--- src/rtl/piece_redraw_seq.sv ---
// Erase-old / draw-new / full-clear cell painting sequencer driving a one-command painter.
// Kicks one live cell at a time, only while busy=0; waits for done; requests arriving mid-pass queue one-deep per type.
module piece_redraw_seq #(
  parameter int NCELLS       = 4,
  parameter int COLS         = 10,
  parameter int ROWS         = 20,
  parameter int CELL_W       = 24,
  parameter int CELL_H       = 24,
  parameter int SKIP_OVERLAP = 1,
  parameter int COLOR_W      = 9
) (
  input  logic                CLOCK_50,
  input  logic                reset,
  input  logic [NCELLS*4-1:0] cur_cx,
  input  logic [NCELLS*5-1:0] cur_cy,
  input  logic                redraw_req,
  input  logic                clear_req,
  input  logic [COLOR_W-1:0]  piece_color,
  input  logic [COLOR_W-1:0]  bg_color,
  output logic                kick,
  output logic [9:0]          x0,
  output logic [8:0]          y0,
  output logic [COLOR_W-1:0]  paint_color,
  input  logic                busy,
  input  logic                done,
  output logic                seq_busy,
  output logic                frame_done
);
  localparam int IW = (NCELLS > 1) ? $clog2(NCELLS) : 1;

  typedef enum logic [2:0] {IDLE, CLEAR, ERASE, DRAW, COMMIT} state_t;
  typedef enum logic {ISSUE, WAIT} phase_t;

  state_t state, state_n;
  phase_t phase, phase_n;

  logic [IW-1:0]       idx;
  logic [3:0]          clr_x;
  logic [4:0]          clr_y;
  logic [NCELLS*4-1:0] sh_cx, pv_cx;
  logic [NCELLS*5-1:0] sh_cy, pv_cy;
  logic                pend_clr, pend_rd, rst_d;
  logic                arm, snap, take, step, last, commit;
  logic [3:0]          cell_cx;
  logic [4:0]          cell_cy;
  logic                cell_live, overlap;

  // rst_d marks the first cycle out of reset, which launches the initial draw-only pass
  assign arm      = rst_d & ~reset;
  assign seq_busy = (state != IDLE) | pend_clr | pend_rd | arm;

  always_comb begin
    cell_cx = '0;
    cell_cy = '0;
    overlap = 1'b0;
    last    = 1'b0;
    case (state)
      CLEAR: begin
        cell_cx = clr_x;
        cell_cy = clr_y;
        last    = (32'(clr_x) == COLS - 1) && (32'(clr_y) == ROWS - 1);
      end
      ERASE: begin
        cell_cx = pv_cx[4*idx +: 4];
        cell_cy = pv_cy[5*idx +: 5];
        last    = (32'(idx) == NCELLS - 1);
      end
      default: begin
        cell_cx = sh_cx[4*idx +: 4];
        cell_cy = sh_cy[5*idx +: 5];
        last    = (32'(idx) == NCELLS - 1);
      end
    endcase
    if (SKIP_OVERLAP != 0 && state == ERASE) begin
      for (int j = 0; j < NCELLS; j++) begin
        if (cell_cx == sh_cx[4*j +: 4] && cell_cy == sh_cy[5*j +: 5])
          overlap = 1'b1;
      end
    end
    cell_live = (32'(cell_cx) < COLS) && (32'(cell_cy) < ROWS) && !overlap;
  end

  always_comb begin
    state_n     = state;
    phase_n     = phase;
    kick        = 1'b0;
    snap        = 1'b0;
    take        = 1'b0;
    step        = 1'b0;
    commit      = 1'b0;
    frame_done  = 1'b0;
    x0          = '0;
    y0          = '0;
    paint_color = '0;
    case (state)
      IDLE: begin
        phase_n = ISSUE;
        if (arm) begin
          snap    = 1'b1;
          state_n = DRAW;
        end else if (pend_clr || clear_req) begin
          snap    = 1'b1;
          take    = 1'b1;
          state_n = CLEAR;
        end else if (pend_rd || redraw_req) begin
          snap    = 1'b1;
          take    = 1'b1;
          state_n = ERASE;
        end
      end
      CLEAR, ERASE, DRAW: begin
        x0          = 10'(32'(cell_cx) * CELL_W);
        y0          = 9'(32'(cell_cy) * CELL_H);
        paint_color = (state == DRAW) ? piece_color : bg_color;
        if (phase == ISSUE) begin
          if (!cell_live) begin
            step = 1'b1;
          end else if (!busy) begin
            kick    = 1'b1;
            phase_n = WAIT;
          end
        end else if (done) begin
          step    = 1'b1;
          phase_n = ISSUE;
        end
        if (step && last)
          state_n = (state == DRAW) ? COMMIT : DRAW;
      end
      COMMIT: begin
        phase_n    = ISSUE;
        commit     = 1'b1;
        frame_done = 1'b1;
        state_n    = IDLE;
      end
      default: state_n = IDLE;
    endcase
  end

  always_ff @(posedge CLOCK_50) begin
    if (reset) begin
      state    <= IDLE;
      phase    <= ISSUE;
      idx      <= '0;
      clr_x    <= '0;
      clr_y    <= '0;
      sh_cx    <= '0;
      sh_cy    <= '0;
      pv_cx    <= '0;
      pv_cy    <= {NCELLS{5'd31}};
      pend_clr <= 1'b0;
      pend_rd  <= 1'b0;
      rst_d    <= 1'b1;
    end else begin
      state <= state_n;
      phase <= phase_n;
      rst_d <= 1'b0;
      if (state_n != state) begin
        idx   <= '0;
        clr_x <= '0;
        clr_y <= '0;
      end else if (step) begin
        if (state == CLEAR) begin
          if (32'(clr_x) == COLS - 1) begin
            clr_x <= '0;
            clr_y <= clr_y + 5'd1;
          end else begin
            clr_x <= clr_x + 4'd1;
          end
        end else begin
          idx <= idx + 1'b1;
        end
      end
      if (snap) begin
        sh_cx <= cur_cx;
        sh_cy <= cur_cy;
      end
      if (commit) begin
        pv_cx <= sh_cx;
        pv_cy <= sh_cy;
      end
      // requests seen in the cycle a pass starts are absorbed by that pass
      if (take) begin
        pend_clr <= 1'b0;
        pend_rd  <= 1'b0;
      end else if (clear_req) begin
        pend_clr <= 1'b1;
      end else if (redraw_req) begin
        pend_rd <= 1'b1;
      end
    end
  end
endmodule
--- config.mk ---
export PLATFORM = sky130hd
export DESIGN_NAME = piece_redraw_seq
export DESIGN_NICKNAME = d
export VERILOG_FILES = /design/src/rtl/piece_redraw_seq.sv
export SDC_FILE = /design/constraint.sdc
export NUM_CORES = 1
export LEC_CHECK = 0
export CORE_ASPECT_RATIO = 0.7
export CORE_MARGIN = 3
export CORE_UTILIZATION = 56
export DETAILED_ROUTE_END_ITERATION = 10
export PLACE_DENSITY = 0.78
export SYNTH_ARGS = -nofsm -noshare
export SYNTH_HDL_FRONTEND = slang
export SYNTH_SLANG_ARGS = --single-unit
--- constraint.sdc ---
create_clock -name CLOCK_50 -period 5.6 [get_ports CLOCK_50]
set_clock_uncertainty 0.1 [all_clocks]
set_input_delay 1.4 -clock CLOCK_50 [delete_from_list [all_inputs] [get_ports CLOCK_50]]
set_output_delay 1.4 -clock CLOCK_50 [all_outputs]
set_load 0.02 [all_outputs]
==> summary.md <==
| Metric | Value |
|---|---|
| Outcome | finished, final reports clean |
| Met2 Resource Use GR | 0.484 |
| HPWL after DPL | 17000 µm |
| Die area | 0.0133 mm² |
| Total Wirelength | 22500 µm |
| CP max FO | 17 |
| Row count | 32 |
| CORE AREA | 0.0113 mm² |
| Pint | 1.39 mW |
| Layout fillers | 918 |
| Wire per inst | 21.2 µm |
| Antenna fix cells | 0 |
| Power, Total | 2.27 mW |
| Worst hold path type | reg2reg |
| Crit path cell chain | or3b_1 -> buf_12 -> mux4_2 -> mux2i_4 -> a21oi_1 -> ha_1 -> fa_1 -> xnor2_1 -> nor2_1 -> clkdlybuf4s50_1 |
| Layout Utilization | 0.700 |
| CTS Sinks | 90 |
| Slowest stage cell, crit path | clkdlybuf4s50_1 |
| Clk pwr share | 0.264 |
| Final hold viol count | 0 |
| Chip Width | 137 µm |
| Worst reg2reg path endpoint | idx[1]$_SDFFE_PP0P_ |
| Post-Syn Area | 0.00668 mm² |
| Post-route ant nets | 0 |
| Worst setup SP type | register |
| Setup ws final | 0.145 ns |
| Crit path buf inv count | 2 |
| Final setup fails | 0 |
| Worst r2r path cells | 15 |
| Mapped Cells | 859 |
| First-pass GRT wire length | 35300 µm |
| Slew Limit Headroom | 0.223 |
| Synth unique cells | 72 |
| Start of the worst register-to-register path | state[2]$_SDFF_PP0_ |
| Hold Slack | 0.359 ns |
| Leakage | 3.26 nW |
| CTS Root Cell | clkbuf_16 |
| CTS buffer count | 9 |
| Layout Cells excl Fill | 1063 |
| CP delay by family, top | buffers and inverters |
| Remaining DRCs | 0 |
| Worst Setup SP | state[2]$_SDFF_PP0_ |
| Largest net degree at the start of global routing | 58 |
| CP Depth | 10 |
| Top FF cell, synth | dfxtp_1 |
| Setup slack at placement | 0.284 ns |
| Routability cong. | 1.01 |
| Grt met3 use | 0.0932 |
| IO Pins | 91 |
| Final instance area | 0.00793 mm² |
| Synth async-reset ratio | 0 |
| Worst VDD drop | 174 µV |
| Sequential share of the synthesized area | 0.270 |
| WP data required | 4.10 ns |
| Ratio of final minimum period to clock period | 0.974 |
| Vias per Instance | 6.26 |
| Yosys warns | 0 |
| CP Class | reg2out |
| Clock slew at reported path FFs | 0.07 ns |
| Vias in the first global route | 6166 |
| Storage cell area | 0.00181 mm² |
| Buffers on Ports | 83 |
| Sw frac | 0.387 |
| CP Capture Type | output pin |
| Busiest grt layer | met1 |
| Met1 Track Usage GR | 0.513 |
| Flop pwr share | 0.328 |
| Unrepaired setup endpoints after global routing | false |
| Remaining Overflow, GRT | 0 |
| Setup crit end | x0[6] |
| Overall routing resource usage | 0.344 |
| Layout area overhead | 18.6% |
| Clock Latency Late Sink | 0.35 ns |
| CTS tree | done |
| Power per cell area | 286 mW/mm² |
| Placed Cells incl. Taps | 1047 |
| Worst slew pin tran | 1.16 ns |
| Max frequency | 183 MHz |
| # Max-Cap Violations | 0 |
| Worst path arrival time | 3.95 ns |
| DR iter-0 viols | 822 |
| Share of layout cells above drive strength 1 | 0.118 |
| Postcts setup bufs | 0 |
| Initial antenna violation count | 0 |
| Worst R2R Setup Slack | 1.68 ns |
| Area after DPL | 0.00762 mm² |
| Final slew viol count | 0 |
| Comb pwr share | 0.408 |
| CP peak stage delay | 0.61 ns |
| Avg Synthesized Cell Area | 7.78 µm² |
| Initial core utilization | 0.590 |
| Post-synth EDFFs | 0 |
| Via Count | 6657 |
| Clock buffer depth | 2 |
| First-pass DRT Iterations | 5 |
| # H-tree levels | 3 |
| Yosys reg bits | 90 |
| Multi-input gate area | 0.00444 mm² |
| P_sw | 0.877 mW |
| Die Y | 97.4 µm |
| TNS Setup | 0 ns |
| Nets | 978 |
| Tmin final | 5.45 ns |
## timing repair
action / 4_1_cts / 5_1_grt
hold endpoints to repair: 0 / 0
gates resized for setup: 2 / 6
gates cloned: 0 / 0
setup endpoints to repair: 1 / 2
hold buffers: 0 / 0
## cell usage in the layout (no fill, tap or decap), types with 4 or more instances in the layout
| master | n |
|---|---|
| nor2b_1 | 6 |
| o21ai_0 | 17 |
| a31oi_1 | 7 |
| and2_1 | 5 |
| o31ai_1 | 4 |
| xor2_1 | 57 |
| xnor2_1 | 41 |
| nand4_1 | 7 |
| ha_1 | 11 |
| mux2_2 | 11 |
| a21oi_1 | 82 |
| nand3_1 | 24 |
| o22ai_1 | 4 |
| mux4_2 | 12 |
| nor3_1 | 15 |
| clkbuf_16 | 9 |
| mux2i_2 | 5 |
| nand3b_1 | 4 |
| a22oi_1 | 10 |
| inv_1 | 16 |
| mux2i_4 | 4 |
| mux2i_1 | 30 |
| o211ai_1 | 6 |
| and2_4 | 5 |
| a211oi_1 | 5 |
| nor4_1 | 9 |
| clkdlybuf4s50_1 | 79 |
| and3_1 | 6 |
| dfxtp_1 | 89 |
| nand2_1 | 177 |
| conb_1 | 7 |
| nor2_1 | 41 |
| buf_4 | 33 |
## worst min path at each step
| stage | cells past startpoint | from | to |
|---|---|---|---|
| after floorplan | 2 | pv_cx[15]$_SDFFE_PP0P_ | pv_cx[15]$_SDFFE_PP0P_ |
| after global placement | 2 | pv_cx[10]$_SDFFE_PP0P_ | pv_cx[10]$_SDFFE_PP0P_ |
| after detailed placement | 2 | pv_cx[10]$_SDFFE_PP0P_ | pv_cx[10]$_SDFFE_PP0P_ |
| after CTS | 2 | pv_cx[10]$_SDFFE_PP0P_ | pv_cx[10]$_SDFFE_PP0P_ |
| after global routing | 2 | pv_cx[10]$_SDFFE_PP0P_ | pv_cx[10]$_SDFFE_PP0P_ |
| final | 2 | pv_cx[10]$_SDFFE_PP0P_ | pv_cx[10]$_SDFFE_PP0P_ |
## registers in the layout, indices dropped and copies added (netlist names)
signal and cells:
clr_x 4, clr_y 5, idx 2, pend_clr 1, pend_rd 1, phase 1
pv_cx 16, pv_cy 20, rst_d 1, sh_cx 16, sh_cy 20, state 3
## Yosys cell counts (10+ instances only)
cell      number  area share
nor2_1        41       0.023
xnor2_1       41       0.054
ha_1          11       0.021
clkbuf_1      62       0.035
nand2_1      177       0.099
a21oi_1       83       0.062
o21ai_0       17       0.013
inv_1         16      0.0090
nor3_1        15       0.011
nand3_1       24       0.018
buf_4         11       0.012
a22oi_1       10       0.011
mux2_2        11       0.019
mux2i_1       33       0.049
dfxtp_1       90        0.27
xor2_1        57       0.075
mux4_2        12       0.040
## power groups by stage
| stage | Combinational (mW) | Clock, mW | Sequential [mW] |
|---|---|---|---|
| 6_report | 0.924 | 0.599 | 0.744 |
| 3_3_place_gp | 0.889 | 0 | 0.753 |
| 4_1_cts | 0.909 | 0.603 | 0.739 |
| 3_5_place_dp | 0.905 | 0 | 0.754 |
| 2_1_floorplan | 0.640 | 0 | 0.699 |
| 5_1_grt | 0.994 | 0.633 | 0.746 |
## area by class of cell
| class | instances | area share |
|---|---|---|
| clock buffers | 10 | 0.0289 |
| clock inverters | 6 | 0.00726 |
| inverters | 19 | 0.00899 |
| multi-input cells | 666 | 0.560 |
| flip-flops and latches | 90 | 0.228 |
| well taps | 153 | 0.0241 |
| repair buffers | 119 | 0.143 |
## worst min-delay path: cells and delay by family, from the launching register on
| family | cells | cell delay [ns] |
|---|---|---|
| and+or+nand+nor | 1 | 0.05 |
| DFF | 1 | 0.31 |
| AOI/OAI and AO/OA | 1 | 0.05 |
## kinds of logic (layout without fill, tap and decap cells)
group,Yosys count,in the layout,synth area share
AOI/OAI and AO/OA,175,175,0.166
xor gates and xnor gates,98,98,0.128
adders and majority gates,13,13,0.0266
buffers and inverters,109,154,0.0732
DFF,90,90,0.270
muxes,62,62,0.126
other,1,7,0.000561
and+or+nand+nor,311,311,0.210
## routing by layer
metal / vias to the layer above / part of all wire
met3: 53 / 0.12
met2: 429 / 0.42
li1: 3025 / -
met4: 0 / 0.025
met5: - / 0
met1: 3150 / 0.44
Power figures use the tool's default switching activity.
